**src/rtl/alu_pipe_if.sv**
```systemverilog
// alu_pipe_if: issue/result handshake bundle for alu_pipe
interface alu_pipe_if #(parameter int WIDTH = 5);
    logic             in_valid;
    logic             in_ready;
    logic [WIDTH-1:0] a;
    logic [WIDTH-1:0] b;
    logic [3:0]       op;
    logic             out_valid;
    logic             out_ready;
    logic [WIDTH-1:0] result;
    logic [3:0]       flags;
    logic             busy;
    modport master (output in_valid, a, b, op, out_ready, input in_ready, out_valid, result, flags, busy);
    modport slave  (input in_valid, a, b, op, out_ready, output in_ready, out_valid, result, flags, busy);
endinterface

```
**src/rtl/alu_pipe.sv**
```systemverilog
// alu_pipe: registered ALU with valid/ready handshake and iterative shift-add multiplier
module alu_pipe #(
    parameter int WIDTH       = 5,
    parameter int SHAMT       = 2,
    parameter int DEFAULT_VAL = 6
) (
    input logic       clk,
    input logic       rst,
    alu_pipe_if.slave bus
);
    localparam int CW = $clog2(WIDTH);
    localparam logic [3:0] OP_MUL = 4'b1000;
    typedef enum logic [1:0] {IDLE, MUL, DONE} state_t;
    state_t             state, state_n;
    logic [WIDTH-1:0]   ma, mb, res_n, result_q;
    logic [2*WIDTH-1:0] acc, acc_n;
    logic [CW-1:0]      cnt;
    logic [3:0]         flg_n, flags_q;
    logic [WIDTH:0]     sum, dif;
    logic               accept, last, err, car;
    assign bus.in_ready  = state == IDLE || (state == DONE && bus.out_ready);
    assign bus.out_valid = state == DONE;
    assign bus.busy      = state == MUL;
    assign bus.result    = result_q;
    assign bus.flags     = flags_q;
    assign accept = bus.in_valid && bus.in_ready;
    assign last   = cnt == CW'(WIDTH - 1);
    assign acc_n  = acc + (mb[cnt] ? {{WIDTH{1'b0}}, ma} << cnt : '0);
    assign sum    = {1'b0, bus.a} + {1'b0, bus.b};
    assign dif    = {1'b0, bus.a} - {1'b0, bus.b};
    always_comb begin
        err   = 1'b0;
        car   = 1'b0;
        res_n = WIDTH'(DEFAULT_VAL);
        case (bus.op)
            4'b1101: res_n = ~(bus.a & bus.b);
            4'b1100: res_n = bus.a ~^ bus.b;
            4'b0111: res_n = bus.a >> SHAMT;
            4'b0101: res_n = {bus.b[WIDTH-2:0], bus.b[WIDTH-1]};
            4'b0001: res_n = bus.a > bus.b ? bus.a : bus.b;
            4'b0000: res_n = bus.a > bus.b ? '1 : '0;
            4'b0010: {car, res_n} = sum;
            4'b0011: {car, res_n} = dif;
            OP_MUL:  res_n = '0;
            default: err = 1'b1;
        endcase
        flg_n = {err, 1'b0, car, res_n == '0};
    end
    always_comb
        state_n = accept ? (bus.op == OP_MUL ? MUL : DONE) :
                  state == MUL ? (last ? DONE : MUL) :
                  (state == DONE && bus.out_ready) ? IDLE : state;
    always_ff @(posedge clk or posedge rst) begin
        if (rst) begin
            state    <= IDLE;
            ma       <= '0;
            mb       <= '0;
            acc      <= '0;
            cnt      <= '0;
            result_q <= '0;
            flags_q  <= '0;
        end else begin
            state <= state_n;
            if (accept) begin
                ma  <= bus.a;
                mb  <= bus.b;
                acc <= '0;
                cnt <= '0;
                if (bus.op != OP_MUL) begin
                    result_q <= res_n;
                    flags_q  <= flg_n;
                end
            end else if (state == MUL) begin
                acc <= acc_n;
                cnt <= cnt + 1'b1;
                if (last) begin
                    result_q <= acc_n[WIDTH-1:0];
                    flags_q  <= {1'b0, |acc_n[2*WIDTH-1:WIDTH], 1'b0, ~|acc_n[WIDTH-1:0]};
                end
            end
        end
    end
endmodule
```
**src/flat_wrapper.sv**
```systemverilog
// flat-port wrapper written by rule: the top's interface ports become plain ports
module alu_pipe_flat 
#(
    parameter int WIDTH       = 5,
    parameter int SHAMT       = 2,
    parameter int DEFAULT_VAL = 6
)
  (clk, rst, bus_in_valid, bus_a, bus_b, bus_op, bus_out_ready, bus_in_ready, bus_out_valid, bus_result, bus_flags, bus_busy);
  alu_pipe_if #(.WIDTH(WIDTH)) bus_i ();
  input logic clk;
  input logic rst;
  input wire logic [$bits(bus_i.in_valid)-1:0] bus_in_valid;
  input wire logic [$bits(bus_i.a)-1:0] bus_a;
  input wire logic [$bits(bus_i.b)-1:0] bus_b;
  input wire logic [$bits(bus_i.op)-1:0] bus_op;
  input wire logic [$bits(bus_i.out_ready)-1:0] bus_out_ready;
  output wire logic [$bits(bus_i.in_ready)-1:0] bus_in_ready;
  output wire logic [$bits(bus_i.out_valid)-1:0] bus_out_valid;
  output wire logic [$bits(bus_i.result)-1:0] bus_result;
  output wire logic [$bits(bus_i.flags)-1:0] bus_flags;
  output wire logic [$bits(bus_i.busy)-1:0] bus_busy;
  assign bus_i.in_valid = bus_in_valid;
  assign bus_i.a = bus_a;
  assign bus_i.b = bus_b;
  assign bus_i.op = bus_op;
  assign bus_i.out_ready = bus_out_ready;
  assign bus_in_ready = bus_i.in_ready;
  assign bus_out_valid = bus_i.out_valid;
  assign bus_result = bus_i.result;
  assign bus_flags = bus_i.flags;
  assign bus_busy = bus_i.busy;
  alu_pipe #(.WIDTH(WIDTH), .SHAMT(SHAMT), .DEFAULT_VAL(DEFAULT_VAL)) u_core (.clk(clk), .rst(rst), .bus(bus_i));
endmodule
```
**config.mk**
```make
export PLATFORM = sky130hd
export DESIGN_NAME = alu_pipe_flat
export DESIGN_NICKNAME = d
export VERILOG_FILES = /design/src/rtl/alu_pipe_if.sv /design/src/rtl/alu_pipe.sv /design/src/flat_wrapper.sv
export SDC_FILE = /design/constraint.sdc
export NUM_CORES = 1
export LEC_CHECK = 0
export ABC_AREA = 0
export ABC_CLOCK_PERIOD_IN_PS = 8000
export BUFFER_PORTS_ARGS = -buffer_cell sky130_fd_sc_hd__buf_2
export CORE_MARGIN = 2
export CORE_UTILIZATION = 66
export CTS_BUF_LIST = sky130_fd_sc_hd__clkbuf_4 sky130_fd_sc_hd__clkbuf_8
export DETAILED_ROUTE_END_ITERATION = 8
export HOLD_SLACK_MARGIN = 0.12
export PLACE_DENSITY = 0.88
export SLEW_MARGIN = 40
export SYNTH_ARGS = -nofsm -noshare
export SYNTH_HDL_FRONTEND = slang
export SYNTH_SLANG_ARGS = --single-unit
export TNS_END_PERCENT = 50
```
**constraint.sdc**
```tcl
create_clock -name clk -period 8 [get_ports clk]
set_clock_uncertainty 0.05 [all_clocks]
set_input_delay 0.8 -clock clk [delete_from_list [all_inputs] [get_ports clk]]
set_output_delay 0.8 -clock clk [all_outputs]
set_load 0.05 [all_outputs]
```
==> results <==
- The run finished with clean final reports.
- Sequential elements use a little under a third of the synthesized area.
- Detailed placement ended at an HPWL of ~5 mm.
- Setup total negative slack on the finished layout was measured at 0 ns.
- During placement, the flow inserted port buffers numbering 29.
- The maximum fanout along the worst path is 13.
- The detailed router used layers up to and including met4.
- The predominant post-synthesis flop cell is dfrtp_1.
- The number of antenna diodes is 0.
- The total power density per cell area is approximately 370 nW/um^2.
- The clock insertion delay at the later pin of the skew report is 0.29 ns.
- The relative max-transition margin is just under 60%.
- The number of hold violations in the final report is 0.
- In the final layout, the share of cells above drive strength 1 is 18.1%.
- The clock drives 34 sinks.
- The path type of the worst setup path is reg -> reg.
- Counting every instance in the synthesized netlist gives 323.
- The final net count is slightly below 400.
- When the netlist entered floorplanning its net count stood at around 370.
- The TritonCTS clock tree is built.
- The post-cts gate resize count is 0.
- The filler cells instantiated in the layout total 296.
- The standard cell with the maximum stage delay on the critical path is dfrtp_1.
- The number of enable flip-flop cells after synthesis is 0.
- At the worst endpoint, the arrival time is between 3 and 4 ns.
- CTS built an H-tree with a depth of 2.
- The starting utilization of the core area is between 60% and 70%.
- The post-place setup slack is 4.43 ns.
- The via count of the first global-routing pass is 2279.
- The final-report max-slew violation count is 0.
- The worst setup path is launched from a flop.
- In this run the biggest area consumer among cell types represents 30.1% of the synthesized area.
- The die is slightly below 70 um tall.
- For the worst setup path, the data required time is about 8 ns.
- Setup slack on the critical path of the routed design comes to approximately 4.4 ns.
- The transition time at the pin with the least slew margin is about 0.63 ns.
- The area enclosed by the die boundary is just under 5000 um^2.
- The first global-routing pass estimated approximately 11 mm of wire.
- In this run the worst hold path is classified as reg -> reg.
- The max-cap violation count is 0.
- The I/O pin total is 30.
- The area growth from synthesis to layout is 10.7%.
- Row generation in the floorplan step produced 23 rows.
- In this run the horizontal extent of the chip is just under 70 um.
- The library cell occupying the most area in the post-synthesis netlist is dfrtp_1.
- The total core area is about 4000 um^2.
- The count of unresolved DRC violations after routing is 0.
- The initial antenna violation count was 0.
- The detailed-route wire length per cell is 16.6 um.
- The number of clock buffers inserted by TritonCTS is 5.
- The total of flip-flops plus latches after synthesis is 34.
- In this run, the number of DRC markers left after iteration 0 of detailed routing was 324.
- The length of routed met2 wiring is roughly 3.0 mm.
- Derived from the worst setup path, the maximum achievable clock frequency is around 0.28 GHz.
- The share of synthesized flip-flops with an asynchronous set or reset is 100%.
- The final layout contains routed wiring with a total length of 6.62 mm.
- The maximum number of pins on one net before global-route repair is 35.
- Traced cell by cell, the critical path runs through mux4_2, nand2b_1, inv_1, and3_1, ha_1, fa_1, a211oi_1, o21bai_1, a21oi_1, o21bai_1, a21oi_1, xor2_1, a41oi_1.
- The first-pass iteration count of the detailed router is 5.
- Setup repair after global routing left no endpoint under its margin.
- The minimum clock period is roughly 3.6 ns.
- The critical path endpoint category is a flop.
- After clock tree synthesis, the flow added hold-fix buffers numbering 0.
- The total congestion overflow after global routing is 0.
- The final clock period utilization by the worst path is 45.0%.
- The aggregate global-route resource usage is 28.1%.
- On the worst path, the slowest cell contributes a delay of 0.62 ns.
- Counting distinct cell types in the post-synthesis netlist gives 57.
- The per-instance average area after synthesis is approximately 8.8 um^2.
- The number of vias after detailed routing is around 2500.
- Yosys instantiated no cell more often than nand2_1.
- After synthesis, the most frequently instantiated cells are nand2_1, dfrtp_1, nor2_1.
- Setup violations remaining at the end of the flow were counted as 0.
- The maximum number of buffers from clock root to sink is 2.
- In the final routing, the length of wire on met1 measures between 2 and 3 mm.
- The worst IR drop on VDD is 0.244 mV.
- Summed over all nets, wire length on met3 after detailed routing comes to 530 um.
- The total power after layout is approximately 1.2 mW.
- The detail route stage leaves a number of antenna-violating nets equal to 0.
- The clock-pin slew on the worst setup and hold paths is approximately 0.07 ns.
- The root buffer cell chosen for the clock tree is clkbuf_8.
- The mapped netlist covers roughly 2800 um^2.
- The final weighted congestion in routability-driven placement is 0.965.
- In the post-synthesis netlist, the biggest area contributors are dfrtp_1, ha_1, mux2_2, nand2_1, mux2i_1.
- The Yosys step of the flow raised 0 warnings.
- Summed over all cells, the static leakage comes to around 1.5 nW.
- The setup fix buffers added after clock tree synthesis is 0.
- Using the TritonRoute via totals, the vias-per-cell ratio works out to roughly 6.3.
## cell usage in the layout (no fill, tap or decap), types with 3 or more instances in the layout
cell type,Yosys,routed
nand2_1,39,39
dfrtp_1,34,34
buf_2,6,29
nor2_1,24,24
a21oi_1,21,21
ha_1,21,21
inv_1,20,20
o21ai_0,20,20
mux2_2,13,13
mux2i_1,11,11
o22ai_1,10,10
xnor2_1,9,9
a211oi_1,6,6
clkbuf_8,0,6
nand2b_1,5,5
nand3_1,5,5
a21o_1,4,4
o21bai_1,4,4
xor2_1,4,4
nor2b_1,4,4
o21ai_1,4,4
o21a_1,3,3
a22oi_1,3,3
o2111ai_1,3,3
nor3_1,3,3
fa_1,3,3
## state kept, by name, summed over array words and instances (netlist names)
name and cells:
u_core.cnt 3, u_core.bus.flags 4, u_core.acc 10, u_core.bus.result 5
u_core.mb 5, u_core.state 2, u_core.ma 5
## critical path: cells and delay by family, from the launching register on
family	cells	cell delay, ns
multiplexers	1	0.56
buffers and inverters	1	0.07
adder cells (fa/ha/maj)	2	0.65
AO/OA/AOI/OAI	6	1.00
AND/OR/NAND/NOR	2	0.31
XOR/XNOR	1	0.21
flip-flops	1	0.62
## logic make-up (layout without fill, tap and decap cells)
| kind of cell | count (synthesis) | after routing | share of synthesized area, % |
|---|---|---|---|
| fa+ha+maj | 24 | 24 | 11.4 |
| compound gates | 98 | 98 | 23.8 |
| xor+xnor | 13 | 13 | 4.03 |
| flops | 34 | 34 | 30.1 |
| simple gates | 93 | 93 | 15.5 |
| buf+inv | 36 | 61 | 5.31 |
| mux | 25 | 25 | 9.87 |
## layout make-up
class	instances	area (um^2)	share of cell area, %
Timing Repair Buffer	32	174	5.56
Inverter	21	78.8	2.52
Multi-Input combinational cell	253	1830	58.3
Tap cell	50	62.6	2.00
Clock inverter	3	68.8	2.20
Sequential cell	34	851	27.2
Clock buffer	5	68.8	2.20
## layer usage
metal | track usage (%) | vias up
met5 | 0 | -
met4 | 6.97 | 0
met3 | 7.12 | 9
met2 | 42.7 | 120
met1 | 40.3 | 1171
li1 | - | 1210
## metrics by stage
step	utilization [%]	area, um^2	hold slack (ns)	instances
6_report	77.1	3130	0.419	398
4_1_cts	76.8	3120	0.426	397
3_3_place_gp	73.4	2980	0.406	389
5_1_grt	77.1	3130	0.461	398
2_1_floorplan	-	2830	0.391	323
3_5_place_dp	73.4	2980	0.411	389
## final timing paths
| check | slack, ns | end | from | depth (start not counted) |
|---|---|---|---|---|
| worst max-delay path | 4.40 | u_core.bus.flags[2]$_DFFE_PP0P_ | u_core.cnt[0]$_DFFE_PP0N_ | 13 |
| worst min-delay path | 0.42 | u_core.bus.result[2]$_DFFE_PP0P_ | u_core.bus.result[2]$_DFFE_PP0P_ | 1 |
| worst max register to register | 4.40 | u_core.bus.flags[2]$_DFFE_PP0P_ | u_core.cnt[0]$_DFFE_PP0N_ | 13 |
| worst min register to register | 0.42 | u_core.bus.result[2]$_DFFE_PP0P_ | u_core.bus.result[2]$_DFFE_PP0P_ | 1 |
| max in group asynchronous | 7.07 | u_core.mb[1]$_DFFE_PP0P_ | rst | 3 |
| min in group asynchronous | 0.54 | u_core.acc[1]$_DFFE_PP0N_ | rst | 3 |
## power breakdown
| part | internal [mW] | total, mW | switching, mW |
|---|---|---|---|
| sequential | 0.245 | 0.325 | 0.0801 |
| combinational | 0.244 | 0.635 | 0.391 |
| clock | 0.125 | 0.191 | 0.0665 |
| total | 0.614 | 1.15 | 0.538 |
Power figures use the tool's default switching activity.
